## config.mk

```make
export PLATFORM = sky130hd
export DESIGN_NAME = gpu_mem_loader
export DESIGN_NICKNAME = d
export VERILOG_FILES = /design/src/rtl/gpu_pkg.sv /design/src/rtl/gpu_mem_loader.sv
export SDC_FILE = /design/constraint.sdc
export NUM_CORES = 1
export LEC_CHECK = 0
export BUFFER_PORTS_ARGS = -buffer_cell sky130_fd_sc_hd__buf_4
export CORE_MARGIN = 2
export CORE_UTILIZATION = 40
export CTS_CLUSTER_SIZE = 25
export DETAILED_ROUTE_END_ITERATION = 6
export GPL_TIMING_DRIVEN = 0
export PLACE_DENSITY = 0.75
export SKIP_CTS_REPAIR_TIMING = 1
export SLEW_MARGIN = 20
export SYNTH_ARGS = -nofsm -noshare
export SYNTH_HDL_FRONTEND = slang
export SYNTH_SLANG_ARGS = --single-unit
```

## constraint.sdc

```tcl
create_clock -name clk -period 1.47 [get_ports clk]
set_input_delay 0.294 -clock clk [delete_from_list [all_inputs] [get_ports clk]]
set_output_delay 0.294 -clock clk [all_outputs]
set_load 0.03 [all_outputs]
```

## src/rtl/gpu_pkg.sv

```systemverilog
// Constants shared by the GPU register file, the rasterizer and the memory loader.
// Also holds the loader's state encoding.
package gpu_pkg;

    localparam int GPU_ADDR_WIDTH     = 6;
    localparam int GPU_MEM_SIZE       = 64;
    localparam int GPU_DATA_WIDTH     = 16;
    localparam int GPU_MEM_ADDR_WIDTH = 13;
    localparam logic [GPU_MEM_ADDR_WIDTH-1:0] GPU_BASE_ADDR = 13'h1FC0;

    typedef enum logic [2:0] {
        IDLE,
        WAIT_ACK,
        COPY,
        DRAIN,
        DONE
    } loader_state_t;

endpackage

```

## src/rtl/gpu_mem_loader.sv

```systemverilog
// Per-frame bulk copy of SIZE data-RAM words into GPU memory slots 0..SIZE-1.
// Ownership of the RAM read port is requested on start and released in DONE.
module gpu_mem_loader
    import gpu_pkg::*;
#(
    parameter int ADDR_WIDTH     = GPU_ADDR_WIDTH,
    parameter int SIZE           = GPU_MEM_SIZE,
    parameter int DATA_WIDTH     = GPU_DATA_WIDTH,
    parameter int MEM_ADDR_WIDTH = GPU_MEM_ADDR_WIDTH,
    parameter logic [MEM_ADDR_WIDTH-1:0] BASE_ADDR = GPU_BASE_ADDR
) (
    input  logic                      clk,
    input  logic                      reset,
    input  logic                      start,
    output logic                      req,
    input  logic                      ack,
    output logic [MEM_ADDR_WIDTH-1:0] mem_addr,
    input  logic [DATA_WIDTH-1:0]     mem_dout,
    output logic                      gpu_we,
    output logic [ADDR_WIDTH-1:0]     gpu_addr,
    output logic [DATA_WIDTH-1:0]     gpu_din,
    output logic                      busy,
    output logic                      done
);

    loader_state_t             state, state_n;
    logic [ADDR_WIDTH:0]       k, k_n, k_inc;
    logic                      req_n, busy_n, done_n, we_n;
    logic [MEM_ADDR_WIDTH-1:0] mem_addr_n;
    logic [ADDR_WIDTH-1:0]     gpu_addr_n;

    assign k_inc = k + (ADDR_WIDTH+1)'(1);

    always_comb begin
        state_n    = state;
        k_n        = k;
        req_n      = req;
        busy_n     = busy;
        done_n     = 1'b0;
        we_n       = 1'b0;
        mem_addr_n = mem_addr;
        gpu_addr_n = gpu_addr;
        unique case (state)
            IDLE: begin
                if (start) begin
                    state_n = WAIT_ACK;
                    req_n   = 1'b1;
                    busy_n  = 1'b1;
                end
            end
            WAIT_ACK: begin
                if (ack) begin
                    state_n    = COPY;
                    mem_addr_n = BASE_ADDR;
                    k_n        = '0;
                end
            end
            COPY: begin
                // Address k was presented last cycle, so its data lands in slot k now.
                we_n       = 1'b1;
                gpu_addr_n = k[ADDR_WIDTH-1:0];
                if (k == (ADDR_WIDTH+1)'(SIZE-1)) begin
                    state_n = DRAIN;
                end else begin
                    k_n        = k_inc;
                    mem_addr_n = BASE_ADDR + MEM_ADDR_WIDTH'(k_inc);
                end
            end
            DRAIN: begin
                state_n = DONE;
                done_n  = 1'b1;
                req_n   = 1'b0;
            end
            DONE: begin
                state_n = IDLE;
                busy_n  = 1'b0;
            end
            default: state_n = IDLE;
        endcase
    end

    always_ff @(posedge clk) begin
        if (reset) begin
            state    <= IDLE;
            k        <= '0;
            req      <= 1'b0;
            busy     <= 1'b0;
            done     <= 1'b0;
            gpu_we   <= 1'b0;
            mem_addr <= '0;
            gpu_addr <= '0;
        end else begin
            state    <= state_n;
            k        <= k_n;
            req      <= req_n;
            busy     <= busy_n;
            done     <= done_n;
            gpu_we   <= we_n;
            mem_addr <= mem_addr_n;
            gpu_addr <= gpu_addr_n;
        end
    end

    assign gpu_din = gpu_we ? mem_dout : '0;

endmodule

```

==> metrics.cfg, run 1 <==
[outcome]
status = finished with violations
violations = setup timing

[yosys]
syn_nets = 154
synth_cells = 133
netlist_top_cells_area = dfxtp_1, and2_1, buf_4
ys_warn_count = 0
yosys.area.top_type_share_pct = 37.7
syn_avg_cell_area_um2 = 8.38
ys_types = 34
synth_top_area_cell = dfxtp_1
ys_seq_area_share_pct = 37.7
netlist_area_mm2 = 0.00111
synth.ff_latch_count = 21

[die]
die_h_um = 56.8
fp-row-count = 19
die_x_um = 56.8
die_area_mm2 = 0.00323
coreArea_mm2 = 0.00271
pin_count = 59
start_util_pct = 41.1

[timing]
hold_slack_ns = 0.150
timing.fmax_ghz = 0.637
worstMarginPinSlew_ns = 0.493
hold_violations = 0
drv_slew = 0
slew_headroom_pct = 67.1
period_minus_slack_ns = 1.57
finalCritPeriodShare_pct = 107
setup_tns_ns = -0.299
final.setup_skew_ns = 0.00538
setup_slack_ns = -0.100
setup_viol = 5
rsz0062_at_grt = true

[route]
drt_iter0_markers = 53
first_pass_iters = 4
drtAntennaViolNets = 0
via_per_inst = 5.30
dr_total_vias = 1234
wirelength_um = 3030
drc = 0
routedWlPerCell_um = 13.0

[global_routing]
grt_max_degree = 13
grtUsageTotal_pct = 18.6
grt.overflow.total = 0
grt_pass1_vias = 1062
grt_pass1_wl_um = 4790
antenna_found_initial = 0

[critical_path]
rrSetupSlack_ns = -0.1
cp-end-kind = flip-flop
startpoint_type = flip-flop
reg2regPathDepth = 6
path_max_fanout = 6
crit_required_ns = 1.67
worst-endpoint-arrival_ns = 1.77
r2r-start = mem_addr[0]
critPathKind = flip-flop to flip-flop
r2r_end = mem_addr[3]

[hold_path]
min_from = reset
hold_path_depth = 2
min_path_type = input port to flip-flop
hold_end = gpu_we

[placement]
post-place-ws_ns = -0.124
place_area_mm2 = 0.00161
portBuffers = 58
gp_congestion = 0.791
dp.cells = 222
dp.final_hpwl_um = 2170

[clock_network]
cts_buffers = 3
clk_latency_ns = 0.32
clockBufferDepth = 2
ctsHtreeMaxLevel = 1
path_clk_slew_ns = 0.12
cts_tree = done
clock-root-buffer = clkbuf_4
clock_sinks = 21

[pwr]
p_total_mw = 1.23
irDropWorstVdd_mv = 0.786
power.net_switching_mw = 0.380
clock_power_share_pct = 23.9
p_seq_share_pct = 49.2
p_per_area_mw_per_mm2 = 697
comb_power_share_pct = 26.8
leakage_nw = 0.794
switching_share_pct = 31.0
internal_power_mw = 0.847

[cells_and_area]
drive_gt1_share_pct = 52.5
utilization_pct = 64.9
final_nets = 224
diodes = 0
postLayoutCellArea_mm2 = 0.00176
syn2layout_area_growth_pct = 57.8
fin_cells = 233

[job]
cap_violations = 0

[layout by cell type (no fill, tap or decap), types with 3 or more instances in the layout]
cell,n
buf_6,3
o21ai_0,10
clkbuf_4,3
dfxtp_4,4
and2_1,15
dfxtp_1,12
nor2_1,8
dfxtp_2,5
nor4_1,3
buf_4,76
clkbuf_1,4
a21oi_1,10
nand2_1,9
[cell usage after synthesis]
master      n
buf_6       1
and2_1     16
a21oi_1    12
mux2_2      1
ha_1        1
a21o_1      1
and3_1      1
xor2_1      1
inv_1       2
a22o_1      1
nor3_2      1
nand2b_1    5
buf_4      12
nor4_1      3
nor2b_1     2
o21ai_1     1
or4_1       1
nand3_1     2
a221oi_4    1
nor2_1      9
nor3_1      2
mux2i_1     1
and3b_1     1
and4bb_1    1
a2111oi_1   1
o32ai_1     2
clkbuf_1    6
o21ai_0    10
dfxtp_1    21
nand3b_1    1
a211oi_1    2
a41oi_1     1
nand2_1     9
a311oi_1    1
[routing by layer]
metal,vias to the layer above,routed length [um],global-route usage (%)
li1,594,-,-
met1,566,1230,22.7
met2,67,1480,32.1
met3,7,274,3.23
met4,0,50,7.64
met5,-,0,0
[worst max-delay path: stages (launching register included)]
cell	delay (ns)
dfxtp_4	0.38
ha_4	0.17
and3_4	0.18
a221oi_4	0.38
buf_4	0.19
nand2b_4	0.11
a21oi_2	0.04
[logic make-up after synthesis]
group / Yosys count / share of synthesized area (%)
AND/OR/NAND/NOR: 54 / 27.2
AO/OA/AOI/OAI: 33 / 19.5
adder cells (fa/ha/maj): 1 / 1.12
buffers and inverters: 21 / 11.8
flip-flops: 21 / 37.7
multiplexers: 2 / 1.91
XOR/XNOR: 1 / 0.786
[how the worst max path moves through the flow]
stage,startpoint,to,depth (start not counted)
6_report,mem_addr[0],mem_addr[3],6
5_1_grt,mem_addr[0],mem_addr[3],6
4_1_cts,gpu_we,gpu_din[9],3
3_5_place_dp,state[1],mem_addr[0],5
3_3_place_gp,state[0],mem_addr[0],4
2_1_floorplan,state[1],mem_addr[0],5
[layout make-up]
type,instances,area [um^2]
fillers,229,951
plain buffers,18,121
inverters,2,7.51
multi-input cells,91,619
clock inverters,1,5.00
clock buffers,3,22.5
well taps,31,38.8
repair buffers,66,503
flip-flops and latches,21,442
[sequential cells by signal (all words and copies together) (netlist names)]
signal and flops:
k 1, mem_addr 7, gpu_addr 6, done 1
state 3, req 1, busy 1, gpu_we 1
[power by group through the flow]
| stage | clock [mW] | combinational (mW) | sequential, mW |
|---|---|---|---|
| detailed placement | 0 | 0.302 | 0.620 |
| finish | 0.293 | 0.329 | 0.604 |
| global placement | 0 | 0.299 | 0.619 |
| floorplan | 0 | 0.168 | 0.637 |
| CTS | 0.295 | 0.303 | 0.608 |
| global route | 0.327 | 0.350 | 0.607 |
(Power assumes the default switching activity.)
==> run 2, diff against run 1 <==
--- a/config.mk
+++ b/config.mk
@@ -5,13 +5,13 @@
 export SDC_FILE = /design/constraint.sdc
 export NUM_CORES = 1
 export LEC_CHECK = 0
+export ABC_AREA = 1
 export BUFFER_PORTS_ARGS = -buffer_cell sky130_fd_sc_hd__buf_4
-export CORE_MARGIN = 2
 export CORE_UTILIZATION = 40
 export CTS_CLUSTER_SIZE = 25
 export DETAILED_ROUTE_END_ITERATION = 6
-export GPL_TIMING_DRIVEN = 0
-export PLACE_DENSITY = 0.75
+export GPL_TIMING_DRIVEN = 1
+export PLACE_DENSITY = 0.74
 export SKIP_CTS_REPAIR_TIMING = 1
 export SLEW_MARGIN = 20
 export SYNTH_ARGS = -nofsm -noshare
==> metrics.cfg, run 2 <==
[route]
top_layer_used = met4
via_per_inst = 4.66
drt_iter0_markers = 45
first_pass_iters = 4
dr_total_vias = 1202
routed-wl-met3_um = 172
routedWlPerCell_um = 10.1
drtAntennaViolNets = 0
wl_met1_um = 1250
drc = 0
dr_wl_met2_um = 1130
wirelength_um = 2620

[timing]
drv_slew = 0
setup_slack_ns = 0.125
timing.fmax_ghz = 0.744
hold_slack_ns = 0.243
setup_viol = 0
worstMarginPinSlew_ns = 0.364
hold_violations = 0
slew_headroom_pct = 75.7
finalCritPeriodShare_pct = 91.5
period_minus_slack_ns = 1.34
final.setup_skew_ns = 0.00428
setup_tns_ns = 0
rsz0062_at_grt = false

[yosys]
synth_flop_cell = dfxtp_1
synth_cells = 176
ys_warn_count = 0
synth-async-reset-ratio_pct = 0
synth_top_area_cell = dfxtp_1
synth.ff_latch_count = 21
netlist_top_cells_area = dfxtp_1, nand2_1, inv_1
ys_types = 22
yosys.area.top_type_share_pct = 35.7
syn_avg_cell_area_um2 = 6.68
synth-edff-count = 0
syn_nets = 197
synth.most_common_cell = nand2_1
ys_seq_area_share_pct = 35.7
netlist_area_mm2 = 0.00118
synth_commonest_cells = nand2_1, inv_1, dfxtp_1, nor2_1, nand3_1

[clock_network]
clock_sinks = 21
clockBufferDepth = 2
clk_latency_ns = 0.30
path_clk_slew_ns = 0.11
clock-root-buffer = clkbuf_4
cts_buffers = 3
cts_tree = done
ctsHtreeMaxLevel = 1

[placement]
dp.final_hpwl_um = 2030
dp.cells = 254
place_area_mm2 = 0.00159
gp_congestion = 0.837
post-place-ws_ns = 0.121
portBuffers = 58

[die]
fp-row-count = 19
pin_count = 59
die_h_um = 56.2
die_x_um = 56.2
start_util_pct = 42.3
coreArea_mm2 = 0.00278
die_area_mm2 = 0.00316

[cells_and_area]
syn2layout_area_growth_pct = 37.7
largest_registers = mem_addr: 7 flops, gpu_addr: 6 flops, state: 3 flops
postLayoutCellArea_mm2 = 0.00162
drive_gt1_share_pct = 36.6
utilization_pct = 58.2
diodes = 0
regMostFlops = mem_addr
final_cell_mix = buf_4, nand2_1, inv_1
largest_reg_flops = 7
fin_cells = 258
final_common_cell = buf_4
fillers = 278
final_nets = 249

[critical_path]
cp-end-kind = flip-flop
path_max_fanout = 7
worst-endpoint-arrival_ns = 1.56
critPathKind = flip-flop to flip-flop
startpoint_type = flip-flop
crit_required_ns = 1.68

[hold_path]
min_path_type = input port to flip-flop

[job]
cap_violations = 0

[pwr]
leakage_nw = 0.916
p_total_mw = 2.94
p_per_area_mw_per_mm2 = 1810
irDropWorstVdd_mv = 1.27

[global_routing]
grtUsageTotal_pct = 17.2
grt_max_degree = 18
grt_pass1_vias = 1013
grt_pass1_wl_um = 4310
grt.overflow.total = 0
antenna_found_initial = 0

[outcome]
status = complete, no violations

==> run 2: changes by cell type after synthesis, moves of 3 or more <==
cell | previous run | this run
nor4_1 | 3 | 0
a21oi_1 | 12 | 9
nand2_4 | 0 | 4
nand2b_1 | 5 | 0
nand3_1 | 2 | 16
nor2_1 | 9 | 20
and2_1 | 16 | 0
o21ai_0 | 10 | 7
inv_1 | 2 | 27
nand4_1 | 0 | 3
nand2_1 | 9 | 39
==> run 2: cell families after synthesis <==
kind of cell,count (synthesis),synth area share [%]
adder cells (fa/ha/maj),1,1.06
AND/OR/NAND/NOR,89,35.7
buffers and inverters,47,19.4
flip-flops,21,35.7
AO/OA/AOI/OAI,18,8.09
==> run 2: path summary, 6_finish.rpt <==
check	to	cells after the start	slack, ns	startpoint
setup / recovery	mem_addr[0]	10	0.13	mem_addr[1]
hold / removal	mem_addr[4]	2	0.24	reset
hold reg to reg	req	2	0.47	req
setup reg to reg	mem_addr[0]	10	0.13	mem_addr[1]
==> run 2: layer usage <==
metal / track usage, % / vias up
li1: - / 635
met1: 21.6 / 524
met2: 27.0 / 38
met3: 3.72 / 5
met4: 10.1 / 0
met5: 0 / -
==> run 2: worst max-delay path: stages (launching register included) <==
cell,delay [ns]
dfxtp_1,0.35
ha_2,0.19
nand2_2,0.08
nor2_4,0.12
nand2_2,0.07
nand2_4,0.07
nand2_4,0.07
nand2_4,0.11
inv_2,0.06
nor2_1,0.09
nor2_1,0.04
==> run 2: layout make-up <==
class | instances | area, um^2 | area share (%)
sequential | 21 | 425 | 26.3
multi-input combinational | 108 | 531 | 32.8
clock buffer | 4 | 26.3 | 1.62
tap | 31 | 38.8 | 2.40
inverter | 30 | 118 | 7.26
timing repair buffer | 64 | 480 | 29.7
==> run 2: report_power, final <==
part           switching (mW)  total (mW)  internal (mW)
Combinational            1.11        1.75          0.639
Sequential              0.158       0.906          0.748
Clock                   0.170       0.276          0.106
==> run 3, diff against run 2 <==
--- a/config.mk
+++ b/config.mk
@@ -11,7 +11,7 @@
 export CTS_CLUSTER_SIZE = 25
 export DETAILED_ROUTE_END_ITERATION = 6
 export GPL_TIMING_DRIVEN = 1
-export PLACE_DENSITY = 0.74
+export PLACE_DENSITY = 0.81
 export SKIP_CTS_REPAIR_TIMING = 1
 export SLEW_MARGIN = 20
 export SYNTH_ARGS = -nofsm -noshare
==> metrics.cfg, run 3 (synthesized netlist as in run 2, its figures left out) <==
[placement]
dp.final_hpwl_um = 2040
place_area_mm2 = 0.00159
portBuffers = 58
gp_congestion = 0.907
post-place-ws_ns = 0.114
dp.cells = 254

[job]
cap_violations = 0

[cells_and_area]
largest_registers = mem_addr: 7 flops, gpu_addr: 6 flops, state: 3 flops
utilization_pct = 58.3
final_common_cell = buf_4
fin_cells = 258
largest_reg_flops = 7
postLayoutCellArea_mm2 = 0.00162
drive_gt1_share_pct = 37.0
final_nets = 249
syn2layout_area_growth_pct = 37.8
final_cell_mix = buf_4, nand2_1, inv_1
regMostFlops = mem_addr
diodes = 0

[clock_network]
clock_sinks = 21
path_clk_slew_ns = 0.12
clock-root-buffer = clkbuf_4
clockBufferDepth = 2
cts_buffers = 3
cts_tree = done
ctsHtreeMaxLevel = 1
clk_latency_ns = 0.31

[global_routing]
antenna_found_initial = 0
grt_pass1_vias = 948
grt_pass1_wl_um = 4080
grt_max_degree = 18
grt.overflow.total = 0
grtUsageTotal_pct = 15.9

[timing]
drv_slew = 0
finalCritPeriodShare_pct = 92.9
setup_tns_ns = 0
slew_headroom_pct = 77.4
worstMarginPinSlew_ns = 0.338
setup_slack_ns = 0.104
hold_slack_ns = 0.239
timing.fmax_ghz = 0.732
rsz0062_at_grt = true
final.setup_skew_ns = 0.00266
hold_violations = 0
setup_viol = 0
period_minus_slack_ns = 1.37

[critical_path]
crit_required_ns = 1.69
worst-endpoint-arrival_ns = 1.58
cp-end-kind = flip-flop
cp_slowest_cell = dfxtp_1
path_max_fanout = 7
critPathKind = flip-flop to flip-flop
startpoint_type = flip-flop
worstPathCellList = ha_2, nand2_2, nor2_4, nand2_2, nand2_4, nand2_4, nand2_4, inv_2, nor2_1, nor2_1
path_common_cell = nand2_4
cp_slowest_stage_delay_ns = 0.36

[pwr]
power.net_switching_mw = 1.47
switching_share_pct = 49.5
p_per_area_mw_per_mm2 = 1830
leakage_nw = 0.919
irDropWorstVdd_mv = 1.26
comb_power_share_pct = 59.6
p_total_mw = 2.96
p_seq_share_pct = 30.8
internal_power_mw = 1.49
clock_power_share_pct = 9.6

[route]
drt_iter0_markers = 43
via_per_inst = 4.66
wirelength_um = 2600
routedWlPerCell_um = 10.1
first_pass_iters = 4
drtAntennaViolNets = 0
dr_total_vias = 1203
drc = 0

[die]
coreArea_mm2 = 0.00278
die_h_um = 56.2
start_util_pct = 42.3
die_area_mm2 = 0.00316
die_x_um = 56.2
fp-row-count = 19
pin_count = 59

[hold_path]
min_path_type = input port to flip-flop

[outcome]
status = complete, no violations

==> run 3: cell types whose count changed in the layout (fill, tap and decap cells not counted), sizes merged <==
cell    before  now
clkbuf       4    3
clkinv       1    2
==> run 3: worst paths after layout <==
path               startpoint     endpoint  slack [ns]  cells past startpoint
hold / removal          reset  mem_addr[3]        0.24                      2
hold reg to reg          busy         busy        0.49                      2
setup / recovery  mem_addr[0]  mem_addr[5]        0.10                     10
setup reg to reg  mem_addr[0]  mem_addr[5]        0.10                     10
==> run 3: layer usage <==
layer	vias up	part of all wire, %	track usage, %
li1	637	-	-
met1	501	42	19.9
met2	63	46	26.5
met3	2	11	3.95
met4	0	0.66	5.57
met5	-	0	0
==> run 3: area by class of cell <==
cell class,instances,area [um^2]
Fill cell,270,1160
Multi-Input combinational cell,108,531
Timing Repair Buffer,64,480
Sequential cell,21,425
Inverter,30,118
Tap cell,31,38.8
Clock buffer,3,22.5
Clock inverter,1,5.00
==> run 3: worst max-delay path, delay by kind of cell (launching register included) <==
family,cells,cell delay (ns)
adder cells (fa/ha/maj),1,0.19
buffers and inverters,1,0.06
flip-flops,1,0.36
AND/OR/NAND/NOR,8,0.67
==> run 3: power groups by stage <==
stage / logic [mW] / registers, mW / clock network [mW]
finish: 1.76 / 0.912 / 0.284
global route: 1.90 / 0.946 / 0.312
CTS: 1.77 / 0.910 / 0.290
detailed placement: 1.76 / 0.923 / 0
global placement: 1.73 / 0.916 / 0
floorplan: 1.14 / 1.07 / 0
